$ cat src/rtl/bist_pkg.sv
// Shared types for the BIST engine: FSM state encoding
// and the zero-seed-safe LFSR seed helper.
package bist_pkg;

  localparam logic [2:0] ST_IDLE  = 3'd0;
  localparam logic [2:0] ST_INIT  = 3'd1;
  localparam logic [2:0] ST_RUN   = 3'd2;
  localparam logic [2:0] ST_FLUSH = 3'd3;
  localparam logic [2:0] ST_CMP   = 3'd4;
  localparam logic [2:0] ST_DONE  = 3'd5;

  typedef enum logic [2:0] {
    IDLE    = ST_IDLE,
    INIT    = ST_INIT,
    RUN     = ST_RUN,
    FLUSH   = ST_FLUSH,
    COMPARE = ST_CMP,
    DONE    = ST_DONE
  } bist_state_e;

  // An all-zero LFSR would lock up, so zero maps to 1.
  function automatic logic [63:0] safe_seed(input logic [63:0] s);
    return (s == '0) ? 64'd1 : s;
  endfunction

endpackage

$ cat src/rtl/bist_engine_if.sv
// CUT-side bus of the BIST engine: stimulus, reset and
// responses between the engine (master) and the CUT (slave).
interface bist_engine_if #(
  parameter int N_IN  = 4,
  parameter int N_OUT = 4
);

  logic [N_IN-1:0]  dut_in_o;
  logic [N_OUT-1:0] dut_out_i;
  logic             dut_reset_o;

  modport master (
    output dut_in_o,
    output dut_reset_o,
    input  dut_out_i
  );

  modport slave (
    input  dut_in_o,
    input  dut_reset_o,
    output dut_out_i
  );

endinterface

$ cat src/rtl/bist_sig_reg.sv
// Shift register with XOR feedback and parallel XOR input;
// serves as the pattern LFSR (din = 0) and the response MISR.
module bist_sig_reg #(
  parameter int           W    = 16,
  parameter logic [W-1:0] POLY = '0
) (
  input  logic         clock,
  input  logic         load,
  input  logic [W-1:0] load_val,
  input  logic         en,
  input  logic [W-1:0] din,
  output logic [W-1:0] q
);

  always_ff @(posedge clock) begin
    if (load)
      q <= load_val;
    else if (en)
      q <= {q[W-2:0], ^(q & POLY)} ^ din;
  end

endmodule

$ cat src/rtl/bist_engine.sv
// Parametrised BIST harness: LFSR stimulus, aligned MISR capture,
// golden compare. `BIST_SIG_READOUT_EN adds the signature_o port.
module bist_engine
  import bist_pkg::*;
#(
  parameter int                N_IN       = 4,
  parameter int                N_OUT      = 4,
  parameter int                LFSR_W     = 16,
  parameter logic [LFSR_W-1:0] LFSR_POLY  = 16'hB400,
  parameter logic [LFSR_W-1:0] LFSR_SEED  = 16'h0001,
  parameter int                MISR_W     = 16,
  parameter logic [MISR_W-1:0] MISR_POLY  = 16'hB400,
  parameter int                PATTERNS   = 256,
  parameter int                CUT_LAT    = 1,
  parameter logic [MISR_W-1:0] GOLDEN_SIG = 16'h0000
) (
  input  logic              clock,
  input  logic              reset,
  input  logic              start,
  input  logic [N_IN-1:0]   req_i,
  bist_engine_if.master     cut,
  output logic              busy,
  output logic              bist_end,
  output logic              pass_fail
`ifdef BIST_SIG_READOUT_EN
  ,
  output logic [MISR_W-1:0] signature_o
`endif
);

  localparam int MAX_C = (PATTERNS > CUT_LAT) ? PATTERNS : CUT_LAT;
  localparam int CNT_W = $clog2(MAX_C + 1);
  localparam logic [LFSR_W-1:0] SEED =
    LFSR_W'(safe_seed(64'(LFSR_SEED)));

  bist_state_e       state;
  bist_state_e       state_nx;
  logic [CNT_W-1:0]  cnt;
  logic [LFSR_W-1:0] lfsr;
  logic [MISR_W-1:0] misr;
  logic [MISR_W-1:0] misr_din;
  logic              clr;
  logic              run_last;
  logic              flush_last;
  logic              cap;
  logic              lfsr_unused;

  assign clr        = reset | (state == INIT);
  assign run_last   = (cnt == CNT_W'(PATTERNS - 1));
  assign flush_last = (CUT_LAT == 0) ||
                      (cnt == CNT_W'(CUT_LAT - 1));

  always_ff @(posedge clock) begin
    if (reset)
      state <= IDLE;
    else
      state <= state_nx;
  end

  always_comb begin
    state_nx = state;
    busy     = 1'b0;
    bist_end = 1'b0;
    unique case (state)
      IDLE: if (start) state_nx = INIT;
      INIT: begin
        busy     = 1'b1;
        state_nx = RUN;
      end
      RUN: begin
        busy = 1'b1;
        if (run_last) begin
          if (CUT_LAT == 0)
            state_nx = COMPARE;
          else
            state_nx = FLUSH;
        end
      end
      FLUSH: begin
        busy = 1'b1;
        if (flush_last) state_nx = COMPARE;
      end
      COMPARE: begin
        busy     = 1'b1;
        state_nx = DONE;
      end
      DONE: begin
        bist_end = 1'b1;
        if (start) state_nx = INIT;
      end
      default: state_nx = IDLE;
    endcase
  end

  // One counter serves RUN (patterns) and FLUSH (latency drain).
  always_ff @(posedge clock) begin
    if (clr)
      cnt <= '0;
    else if (state == RUN)
      cnt <= run_last ? '0 : cnt + 1'b1;
    else if (state == FLUSH)
      cnt <= cnt + 1'b1;
  end

  // Capture strobe: the RUN flag delayed to line up with CUT output.
  if (CUT_LAT == 0) begin : g_nolat
    assign cap = (state == RUN);
  end else begin : g_lat
    logic [CUT_LAT-1:0] vld;
    always_ff @(posedge clock) begin
      if (clr)
        vld <= '0;
      else
        vld <= (vld << 1) | CUT_LAT'(state == RUN);
    end
    assign cap = vld[CUT_LAT-1];
  end

  always_comb begin
    misr_din              = '0;
    misr_din[N_OUT-1:0]   = cut.dut_out_i;
  end

  // Last pattern is held by not stepping on the final RUN cycle.
  bist_sig_reg #(
    .W    (LFSR_W),
    .POLY (LFSR_POLY)
  ) u_lfsr (
    .clock    (clock),
    .load     (clr),
    .load_val (SEED),
    .en       ((state == RUN) && !run_last),
    .din      ('0),
    .q        (lfsr)
  );

  bist_sig_reg #(
    .W    (MISR_W),
    .POLY (MISR_POLY)
  ) u_misr (
    .clock    (clock),
    .load     (clr),
    .load_val ('0),
    .en       (cap),
    .din      (misr_din),
    .q        (misr)
  );

  assign lfsr_unused = ^lfsr;

  always_ff @(posedge clock) begin
    if (clr)
      pass_fail <= 1'b0;
    else if (state == COMPARE)
      pass_fail <= (misr == GOLDEN_SIG);
  end

  assign cut.dut_in_o =
    ((state == IDLE) || (state == DONE)) ? req_i : lfsr[N_IN-1:0];
  assign cut.dut_reset_o = reset | (state == INIT);

`ifdef BIST_SIG_READOUT_EN
  always_ff @(posedge clock) begin
    if (reset)
      signature_o <= '0;
    else if (busy)
      signature_o <= misr;
  end
`endif

endmodule

$ cat src/flat_wrapper.sv
// flat-port wrapper written by rule: the top's interface ports become plain ports
module bist_engine_flat import bist_pkg::*;
#(
  parameter int                N_IN       = 4,
  parameter int                N_OUT      = 4,
  parameter int                LFSR_W     = 16,
  parameter logic [LFSR_W-1:0] LFSR_POLY  = 16'hB400,
  parameter logic [LFSR_W-1:0] LFSR_SEED  = 16'h0001,
  parameter int                MISR_W     = 16,
  parameter logic [MISR_W-1:0] MISR_POLY  = 16'hB400,
  parameter int                PATTERNS   = 256,
  parameter int                CUT_LAT    = 1,
  parameter logic [MISR_W-1:0] GOLDEN_SIG = 16'h0000
)
  (clock, reset, start, req_i, busy, bist_end, pass_fail, cut_dut_in_o, cut_dut_reset_o, cut_dut_out_i);
  bist_engine_if #(.N_IN(N_IN), .N_OUT(N_OUT)) cut_i ();
  input  logic clock;
  input  logic reset;
  input  logic start;
  input  logic [N_IN-1:0] req_i;
  output logic busy;
  output logic bist_end;
  output logic pass_fail;
  output wire logic [$bits(cut_i.dut_in_o)-1:0] cut_dut_in_o;
  output wire logic [$bits(cut_i.dut_reset_o)-1:0] cut_dut_reset_o;
  input wire logic [$bits(cut_i.dut_out_i)-1:0] cut_dut_out_i;
  assign cut_dut_in_o = cut_i.dut_in_o;
  assign cut_dut_reset_o = cut_i.dut_reset_o;
  assign cut_i.dut_out_i = cut_dut_out_i;
  bist_engine #(.N_IN(N_IN), .N_OUT(N_OUT), .LFSR_W(LFSR_W), .LFSR_POLY(LFSR_POLY), .LFSR_SEED(LFSR_SEED), .MISR_W(MISR_W), .MISR_POLY(MISR_POLY), .PATTERNS(PATTERNS), .CUT_LAT(CUT_LAT), .GOLDEN_SIG(GOLDEN_SIG)) u_core (.clock(clock), .reset(reset), .start(start), .req_i(req_i), .cut(cut_i), .busy(busy), .bist_end(bist_end), .pass_fail(pass_fail));
endmodule
$ cat config.mk
export PLATFORM = sky130hd
export DESIGN_NAME = bist_engine_flat
export DESIGN_NICKNAME = d
export VERILOG_FILES = /design/src/rtl/bist_pkg.sv /design/src/rtl/bist_engine_if.sv /design/src/rtl/bist_sig_reg.sv /design/src/rtl/bist_engine.sv /design/src/flat_wrapper.sv
export SDC_FILE = /design/constraint.sdc
export NUM_CORES = 1
export LEC_CHECK = 0
export ABC_AREA = 1
export ABC_CLOCK_PERIOD_IN_PS = 3600
export CAP_MARGIN = 20
export CORE_MARGIN = 2
export CORE_UTILIZATION = 35
export DETAILED_ROUTE_END_ITERATION = 8
export DONT_BUFFER_PORTS = 1
export GPL_ROUTABILITY_DRIVEN = 0
export GPL_TIMING_DRIVEN = 0
export HOLD_SLACK_MARGIN = 0.08
export SKIP_LAST_GASP = 1
export SLEW_MARGIN = 0
export SYNTH_ARGS = -nofsm -noshare
export SYNTH_HDL_FRONTEND = slang
export SYNTH_SLANG_ARGS = --single-unit
$ cat constraint.sdc
create_clock -name clock -period 3.6 [get_ports clock]
set_input_delay 0.72 -clock clock [delete_from_list [all_inputs] [get_ports clock]]
set_output_delay 0.72 -clock clock [all_outputs]
set_load 0.01 [all_outputs]
==> metrics.csv <==
metric,value,unit
outcome,completed,
crit start category,flip-flop,
syn nets,295,
Congestion Overflow GR,0,
Mapped Area,2160,um2
crit-path max FO,5,
Hold Crit Class,reg -> reg,
"Seq/Total Area, Yosys",42.7,%
DRC Markers,0,
GRT Total Usage,13.1,%
Port Buffers,0,
Post-synth EDFFs,0,
Die Width,82.5,um
Cell Rows,28,
"CTS clk-pin slew, worst paths",80,ps
syn_area_per_cell,7.67,um2
Reg power frac,39.7,%
vias in the first global route,1442,
Crit path required time,2880,ps
switching part of the total,38.2,%
# Max-Cap Violations,0,
H-tree depth,2,
hold_buf cts,0,
Post-Route WL,4020,um
Crit. End Element,output pin,
setup TNS,0,ps
die area,6800,um2
leakage,0.929,nW
ANT cells,0,
share of layout cells above drive strength 1,14.2,%
number of nets with antenna violations after routing,0,
Worst EP arrival,1460,ps
largest net degree at the start of global routing,14,
final setup fails,0,
post-route non-filler standard cell count,364,
post-synthesis cell type count,33,
Final Hold Vio Count,0,
Internal,1.05,mW
Final period util,60.5,%
Skew-Pair Late Insertion Delay,290,ps
Area Growth Syn to Fin,9.29,%
worst hold slack,476,ps
cells after synthesis,281,
Layout Nets,302,
final instance area,2360,um2
Power Total,1.70,mW
most common flop cell mapped by yosys,dfxtp_1,
die span in y,82.5,um
Fmax,459,MHz
Initial Util,36.4,%
vias after detailed routing,1655,
post-layout minimum cycle time,2180,ps
CP Class,reg -> out,
wire length per cell,11.0,um
IO Pins,19,
Root Driver,clkbuf_8,
clock sink total,46,
Post-CTS Resized,0,
Slew Limit Headroom,63.6,%
Logic pwr share,38.2,%
Worst VDD drop,239,uV
Synth async-reset ratio,0,%
first-pass GRT wire length,6780,um
CTS Buffer Depth,2,
CTS tree,done,
Pins Over Slew Limit,0,
"Setup Fix Bufs, Post-CTS",0,
# placed instances,356,
DR pass1 iterations,4,
Via density,4.55,
PwrDens,724,nW/um2
hpwl dp,2860,um
CTS buffer count,5,
Switching Power,0.651,mW
Clock power frac,22.1,%
DP Area,2250,um2
RSZ-0062 raised after global routing,false,
Clock Skews,1.78,ps
Yosys reg bits,46,
Yosys Warn Count,0,
DRT iter0 DRCs,97,
Worst-Margin Slew,541,ps
Core Region,5920,um2
initial antenna violation count,0,
area by class of cell:
type / instances / area (um2)
flip-flops and latches: 46 / 921
clock inverters: 1 / 30.0
fillers: 624 / 3560
clock buffers: 7 / 76.3
plain buffers: 8 / 58.8
well taps: 75 / 93.8
multi-input cells: 196 / 1050
inverters: 31 / 126
state kept, by name, summed over array words and instances, names as in the netlist:
register and flops:
u_core.cap 1, u_core.cnt 9, u_core.pass_fail 1, u_core.state 3, u_core.u_lfsr.q 16, u_core.u_misr.q 16
critical path: stages (launching register included):
cell,delay (ps)
dfxtp_1,470
nand3_1,160
nand2_2,150
mux2_2,380
kinds of logic after synthesis:
family,count (synthesis),share of synthesized area (%)
compound gates,46,10.9
xor+xnor,12,4.88
fa+ha+maj,3,1.74
buf+inv,39,8.59
flops,46,42.7
mux,4,2.09
simple gates,131,29.1
path summary, 6_finish.rpt:
check / startpoint / to / slack, ps / cells after the start
worst max-delay path: u_core.state[0] / cut_dut_in_o[2] / 1420 / 3
worst max register to register: u_core.cnt[0] / u_core.cnt[7] / 1970 / 6
worst min register to register: u_core.u_misr.q[15] / u_core.u_misr.q[15] / 480 / 2
worst min-delay path: u_core.u_misr.q[15] / u_core.u_misr.q[15] / 480 / 2
layer usage:
| layer | part of all wire [%] | track usage (%) |
|---|---|---|
| met1 | 50 | 17.7 |
| met2 | 47 | 20.2 |
| met3 | 2.2 | 3.15 |
| met4 | 0.95 | 4.50 |
| met5 | 0 | 0 |
cell usage after synthesis, drive strengths merged, types with 3 or more instances:
| cell | number | share of area [%] |
|---|---|---|
| nor3 | 3 | 0.70 |
| nand2 | 44 | 9.8 |
| inv | 30 | 5.5 |
| o21ai | 23 | 5.3 |
| buf | 6 | 2.4 |
| ha | 3 | 1.7 |
| mux2 | 4 | 2.1 |
| dfxtp | 46 | 43 |
| nand3 | 10 | 3.6 |
| a21oi | 21 | 4.9 |
| nor2 | 69 | 14 |
| xor2 | 5 | 2.0 |
| xnor2 | 7 | 2.8 |
placed cells by master (no fill, tap or decap):
cell	synthesis	layout
buf_6	3	3
buf_4	1	1
o21bai_1	1	1
a31oi_1	1	1
inv_6	1	1
nor2_4	3	3
nor2_1	62	62
nand3_4	1	1
nor3_1	3	3
clkbuf_1	2	4
buf_2	2	2
mux2_2	4	4
inv_1	25	25
ha_1	3	3
o21ai_0	20	20
xnor2_1	7	7
nand2_1	37	37
nor2_2	4	4
nor4_1	1	1
nand4_1	2	2
nand2_4	3	3
bufinv_16	0	1
clkinv_4	1	1
xor2_1	5	5
a21oi_1	21	21
clkbuf_8	0	5
nand2_2	3	3
o21ai_1	3	3
dfxtp_1	46	46
or2_2	1	1
nand3_2	3	3
nand3_1	6	6
nand2_8	1	1
nand3b_1	1	1
inv_2	4	4
power groups by stage:
stage | Sequential, mW | Clock [mW] | Combinational [mW]
after floorplan | 0.672 | 0 | 0.549
after global placement | 0.687 | 0 | 0.648
after detailed placement | 0.689 | 0 | 0.653
after CTS | 0.677 | 0.393 | 0.657
after global routing | 0.687 | 0.409 | 0.739
final | 0.676 | 0.377 | 0.652
stage by stage:
step / util (%) / setup slack, ps
final: 39.8 / 1420
after global routing: 39.8 / 1350
after CTS: 39.8 / 1400
after detailed placement: 38.0 / 1650
after global placement: 38.0 / 1660
after floorplan: - / 1770
No activity file was read; power rests on OpenSTA's default activity.
